==> src/rtl/brick_spawner.sv <==
// Brick spawner: picks when and where a new brick appears, which slot receives it,
// and ramps the shared fall-speed threshold as spawns accumulate.
module brick_spawner #(
    parameter int unsigned NUM_SLOTS        = 4,
    parameter logic [24:0] SPAWN_PERIOD     = 25'd25_000_000,
    parameter logic [7:0]  X_MAX            = 8'd198,
    parameter logic [7:0]  INIT_Y           = 8'd0,
    parameter logic [7:0]  LFSR_SEED        = 8'hA5,
    parameter logic [24:0] DELAY_START      = 25'd2_000_000,
    parameter logic [24:0] DELAY_STEP       = 25'd100_000,
    parameter logic [24:0] DELAY_MIN        = 25'd200_000,
    parameter logic [3:0]  SPAWNS_PER_LEVEL = 4'd8
) (
    input  logic                 clk,
    input  logic                 rst,
    input  logic                 start,
    input  logic [NUM_SLOTS-1:0] exist,
    input  logic                 game_over,
    output logic [NUM_SLOTS-1:0] created,
    output logic [7:0]           init_x,
    output logic [7:0]           init_y,
    output logic [24:0]          delay_done,
    output logic [3:0]           level,
    output logic                 running
);

    typedef enum logic [1:0] {IDLE, RUN, HALT} state_t;

    localparam logic [25:0] DELAY_FLOOR = {1'b0, DELAY_MIN} + {1'b0, DELAY_STEP};

    state_t                state, state_next;
    logic [24:0]           timer;
    logic                  pending;
    logic [3:0]            spawn_count;
    logic [1:0]            hold [NUM_SLOTS];
    logic [7:0]            lfsr;
    logic [7:0]            xm;
    logic [24:0]           delay_dec;
    logic [NUM_SLOTS-1:0]  free;
    logic [NUM_SLOTS-1:0]  pick;
    logic                  any_free;
    logic                  wrap;
    logic                  spawn;

    assign init_y    = INIT_Y;
    assign xm        = (lfsr > X_MAX) ? lfsr - X_MAX - 8'd1 : lfsr;
    assign delay_dec = ({1'b0, delay_done} < DELAY_FLOOR) ? DELAY_MIN : delay_done - DELAY_STEP;

    // hold covers the gap before a freshly spawned brick reports exist
    always_comb begin
        free = '0;
        for (int unsigned i = 0; i < NUM_SLOTS; i++) begin
            free[i] = ~exist[i] & (hold[i] == 2'd0);
        end
    end

    always_comb begin
        pick     = '0;
        any_free = 1'b0;
        for (int unsigned i = 0; i < NUM_SLOTS; i++) begin
            if (free[i] && !any_free) begin
                pick[i]  = 1'b1;
                any_free = 1'b1;
            end
        end
    end

    always_ff @(posedge clk) begin
        if (!rst) begin
            state <= IDLE;
        end else begin
            state <= state_next;
        end
    end

    always_comb begin
        state_next = state;
        running    = 1'b0;
        wrap       = 1'b0;
        spawn      = 1'b0;
        case (state)
            IDLE: begin
                if (start) state_next = RUN;
            end
            RUN: begin
                running = 1'b1;
                if (game_over) begin
                    state_next = HALT;
                end else begin
                    wrap  = (timer == SPAWN_PERIOD - 25'd1);
                    spawn = pending & any_free;
                end
            end
            HALT: begin
                state_next = HALT;
            end
            default: state_next = IDLE;
        endcase
    end

    always_ff @(posedge clk) begin
        if (!rst) begin
            created     <= '0;
            init_x      <= '0;
            delay_done  <= DELAY_START;
            level       <= '0;
            timer       <= '0;
            pending     <= 1'b0;
            spawn_count <= '0;
            lfsr        <= LFSR_SEED;
            for (int unsigned i = 0; i < NUM_SLOTS; i++) begin
                hold[i] <= '0;
            end
        end else begin
            lfsr    <= {lfsr[6:0], lfsr[7] ^ lfsr[5] ^ lfsr[4] ^ lfsr[3]};
            created <= spawn ? pick : '0;
            for (int unsigned i = 0; i < NUM_SLOTS; i++) begin
                if (spawn && pick[i]) begin
                    hold[i] <= 2'd3;
                end else if (hold[i] != 2'd0) begin
                    hold[i] <= hold[i] - 2'd1;
                end
            end

            if (state == IDLE && start) begin
                pending <= 1'b1;
                timer   <= '0;
            end else if (state == RUN && !game_over) begin
                timer <= wrap ? '0 : timer + 25'd1;
                // a wrap on the spawn edge is a fresh request and survives the spawn
                if (wrap) begin
                    pending <= 1'b1;
                end else if (spawn) begin
                    pending <= 1'b0;
                end
            end

            if (spawn) begin
                init_x <= xm;
                if (spawn_count + 4'd1 == SPAWNS_PER_LEVEL) begin
                    spawn_count <= '0;
                    delay_done  <= delay_dec;
                    if (level != 4'd15) level <= level + 4'd1;
                end else begin
                    spawn_count <= spawn_count + 4'd1;
                end
            end
        end
    end

endmodule

==> config.mk <==
export PLATFORM = sky130hd
export DESIGN_NAME = brick_spawner
export DESIGN_NICKNAME = d
export VERILOG_FILES = /design/src/rtl/brick_spawner.sv
export SDC_FILE = /design/constraint.sdc
export NUM_CORES = 1
export LEC_CHECK = 0
export BUFFER_PORTS_ARGS = -buffer_cell sky130_fd_sc_hd__buf_4
export CAP_MARGIN = 5
export CORE_MARGIN = 1.5
export CORE_UTILIZATION = 25
export CTS_BUF_LIST = sky130_fd_sc_hd__clkbuf_8
export CTS_CLUSTER_DIAMETER = 60
export DETAILED_ROUTE_END_ITERATION = 8
export GPL_TIMING_DRIVEN = 0
export SKIP_LAST_GASP = 1
export SLEW_MARGIN = 10
export SYNTH_ARGS = -nofsm -noshare
export SYNTH_HDL_FRONTEND = slang
export SYNTH_SLANG_ARGS = --single-unit
==> constraint.sdc <==
create_clock -name clk -period 3.8 [get_ports clk]
set_input_delay 0.38 -clock clk [delete_from_list [all_inputs] [get_ports clk]]
set_output_delay 0.38 -clock clk [all_outputs]
set_load 0.01 [all_outputs]
==> run summary <==
The total global routing track utilization is approximately 11%. For this run, the register share of the synthesized area comes to 40.9%. The number of global-route vias before repair came out at 3297.

The CTS root buffer is sky130_fd_sc_hd__clkbuf_8. The number of max-slew violations in the final report is 0. The capture endpoint of the worst hold path is created[0].

Leaving out fill and tap cells, the most frequent cell in the layout is sky130_fd_sc_hd__dfxtp_1. The die area is around 18000 um2. 58 I/O pins were placed. The total internal power came out at approximately 1.5 mW.

The cell count after synthesis came out at 499. The worst relative slew slack is 35.1%. Hold repair after CTS inserted 0 buffers. Per report_power, the sequential group accounts for 47.3% of the total.

The area added between synthesis and finish came out at 19.6%. The routed length per placed instance is 12.3 um. STA classifies the critical path startpoint as a flop. The number of fillers in the final layout is 1815.

During placement, the flow inserted port buffers numbering 43. The number of sinks on the clock net is 84. The mapped netlist covers 4300 um2. Setup repair after global routing left no endpoint under its margin.

The highest ir drop seen on vdd came out at between 0.15 and 0.2 mV. The first-pass GRT wire length is 16100 um. The startpoint-to-endpoint class of the critical path is reg -> reg. The number of library cell types mapped by synthesis is 59.

The ratio of cells with drive above 1 in the final layout came out at ~16%. The number of H-tree branching levels is 3. The total power is 2.17 mW. The share of total power consumed by net switching came out at 30.8%. The post-CTS repair timing setup buffer count came out at 0.

In this run the critical register-to-register path is captured at hold[0][1]. The share of power burned in combinational logic came out at 21.9%. The repair_antennas step left the layout with diodes totalling 0.

The flow ran to the end, and the final reports show no timing, DRC or antenna violations. The combined flip-flop and latch cell area is roughly 1800 um2. TritonCTS created 9 clock buffers.

Setup violations remaining at the end of the flow were counted as 0. The critical path endpoint category is a flop. The analysis attributes to net switching a power of 0.667 mW. The via count is 3550. In the final timing run, aggregate negative setup slack is 0 ps. The part of the cycle the worst path needs came out at 63.1%. The number of maximum-capacitance constraint violations is 0.

The number of cells on the worst hold path is 3. The total of warnings raised by yosys came out at 0. Clock-pin slew was measured on the worst setup and hold paths at about 80 ps.

The worst-case register-to-register setup slack is roughly 1400 ps. The residual overflow from global routing came out at 0. The final cell count without fillers is 790. The placed wire-length estimate after detailed placement is about 7100 um. In the final layout, the multi-input gates occupy ~2300 um2. On the worst path, the slowest cell contributes a delay of 860 ps.

The count of cells along the worst register-to-register path is 7. Of all flip-flops after synthesis, the portion carrying an async set or reset was 0%. The net count of the finished layout is 590.

The number of antenna violations at the first check in global routing is 0. The clock reaches the later pin of the worst-skew pair after 370 ps. Of all nets on the critical path, the largest fanout is 6. Entering global routing, the biggest net connects 15 pins. Hold is met by 364 ps.

The die extent in y came out at about 130 um. The clock share of power is 30.8%. Walking the worst path, the cells encountered are inv_1 -> ha_1 -> nand2b_1 -> nand2_1 -> o311ai_1 -> nor3b_1 -> o21a_1. The transition time at the pin with the least slew margin came out at 959 ps.

The starting density of the core came out at 25.8%. The number of instances resized during post-cts repair came out at 0. The number of DRC markers after the initial detailed-route iteration came out at 180. The power density over the cells is about 420 nW/um2. The data arrival time of the critical path is 2530 ps. The final wirelength came out at 9750 um. The remaining antenna violation count is 0.

In this run the worst hold path is classified as in -> reg. The most frequently used flop master after synthesis is sky130_fd_sc_hd__dfxtp_1. The hold violation total from the final report is 0. In this run the static leakage power is 1.95 nW. In this run the deepest clock path goes through 2 buffers. The placer congestion estimate came out at 0.780. The first-pass iteration count of the detailed router came out at 4. The mean number of vias per cell came out at 4.49.

Data on the critical path is required at its endpoint by 3930 ps. The synthesized flop and latch total came out at 84. The launch instance of the worst min-delay path is exist[0].

The final routed DRC violation total came out at 0. The highest clock frequency the design can meet is 0.417 GHz. On the critical path, the stage with the largest delay is an instance of sky130_fd_sc_hd__o311ai_1. The worst flop-to-flop path startpoint is hold[0][0]. The final critical delay including setup and external delays is 2400 ps. The number of enable flip-flop cells after synthesis is 8. On the final layout, the worst clock skew is 16.7 ps.

In the layout the commonest cells are sky130_fd_sc_hd__dfxtp_1 (76), sky130_fd_sc_hd__nor2_1 (70), sky130_fd_sc_hd__buf_4 (60). The instance count after placement with tap cells included came out at 774. The overall die width came out at 134 um. TritonCTS built the clock tree.

The number of placement rows is 47. The core area came out at 16700 um2. The average cell area after synthesis is 8.63 um2.
-- area by class of cell --
type	count	share of cell area [%]
multi-input cells	377	45.2
well taps	220	5.35
repair buffers	43	6.27
inverters	22	1.60
clock inverters	6	1.24
clock buffers	10	2.67
flip-flops and latches	84	34.2
plain buffers	28	3.45
-- per-stage QoR --
step	util (%)	worst slack (ps)	cell area (um2)
final	30.8	1400	5150
after global routing	30.8	1210	5150
after CTS	30.8	1410	5150
after detailed placement	29.6	1410	4950
after global placement	29.6	1070	4950
after floorplan	-	1690	4350
-- cell usage after synthesis, types with 5 or more instances --
master	instances	area [um2]
sky130_fd_sc_hd__dfxtp_1	76	1520
sky130_fd_sc_hd__nor2_1	70	263
sky130_fd_sc_hd__nand2_1	38	143
sky130_fd_sc_hd__nand3_1	25	125
sky130_fd_sc_hd__inv_1	22	82.6
sky130_fd_sc_hd__xnor2_1	22	193
sky130_fd_sc_hd__a21oi_1	21	105
sky130_fd_sc_hd__nor3_1	18	90.1
sky130_fd_sc_hd__xor2_1	18	158
sky130_fd_sc_hd__buf_4	17	128
sky130_fd_sc_hd__ha_1	17	213
sky130_fd_sc_hd__o21ai_0	13	65.1
sky130_fd_sc_hd__nand2b_1	12	75.1
sky130_fd_sc_hd__nand4_1	12	75.1
sky130_fd_sc_hd__clkbuf_1	9	33.8
sky130_fd_sc_hd__nor2b_1	9	56.3
sky130_fd_sc_hd__edfxtp_1	8	240
sky130_fd_sc_hd__and2_1	7	43.8
sky130_fd_sc_hd__o21a_1	7	52.6
sky130_fd_sc_hd__and3_1	5	31.3
sky130_fd_sc_hd__nor4_1	5	31.3
sky130_fd_sc_hd__or4_1	5	37.5
-- worst max-delay path: cells and delay by family, from the launching register on --
kind | cells | cell delay (ps)
AO/OA/AOI/OAI | 2 | 1080
AND/OR/NAND/NOR | 3 | 430
flip-flops | 1 | 350
adder cells (fa/ha/maj) | 1 | 250
buffers and inverters | 1 | 50
-- metal layers --
metal / vias up / track usage, % / part of all wire, %
met2: 65 / 17.5 / 44
met5: - / 0 / 0
met4: 0 / 5.62 / 3.2
met1: 1617 / 14.2 / 48
met3: 21 / 3.36 / 4.6
li1: 1847 / - / -
-- sequential cells by signal (all words and copies together) (netlist names), 4 cells and up --
register and count:
lfsr 8, timer 25, level 4, delay_done 20, hold 8, created 4
spawn_count 4, init_x 8
-- power groups by stage --
stage | sequential [mW] | combinational [mW] | clock (mW)
6_report | 1.02 | 0.475 | 0.667
4_1_cts | 1.03 | 0.483 | 0.694
3_5_place_dp | 1.05 | 0.480 | 0
2_1_floorplan | 1.04 | 0.364 | 0
3_3_place_gp | 1.04 | 0.473 | 0
5_1_grt | 1.03 | 0.550 | 0.724
-- cells by family after synthesis --
logic type,share of synthesized area (%)
other,0.0871
XOR/XNOR,8.14
buffers and inverters,6.05
AND/OR/NAND/NOR,27.4
flip-flops,40.9
adder cells (fa/ha/maj),4.94
multiplexers,0.959
AO/OA/AOI/OAI,11.5
-- worst max path at each step --
stage | start | endpoint | slack (ps) | cells past startpoint
6_report | hold[0][0] | hold[0][1] | 1400 | 7
5_1_grt | hold[0][0] | delay_done[11] | 1210 | 7
4_1_cts | hold[0][0] | hold[0][1] | 1410 | 7
3_5_place_dp | hold[0][0] | hold[0][1] | 1410 | 7
3_3_place_gp | hold[0][0] | hold[0][1] | 1070 | 7
2_1_floorplan | state[1] | timer[10] | 1690 | 9
Power figures use the tool's default switching activity.
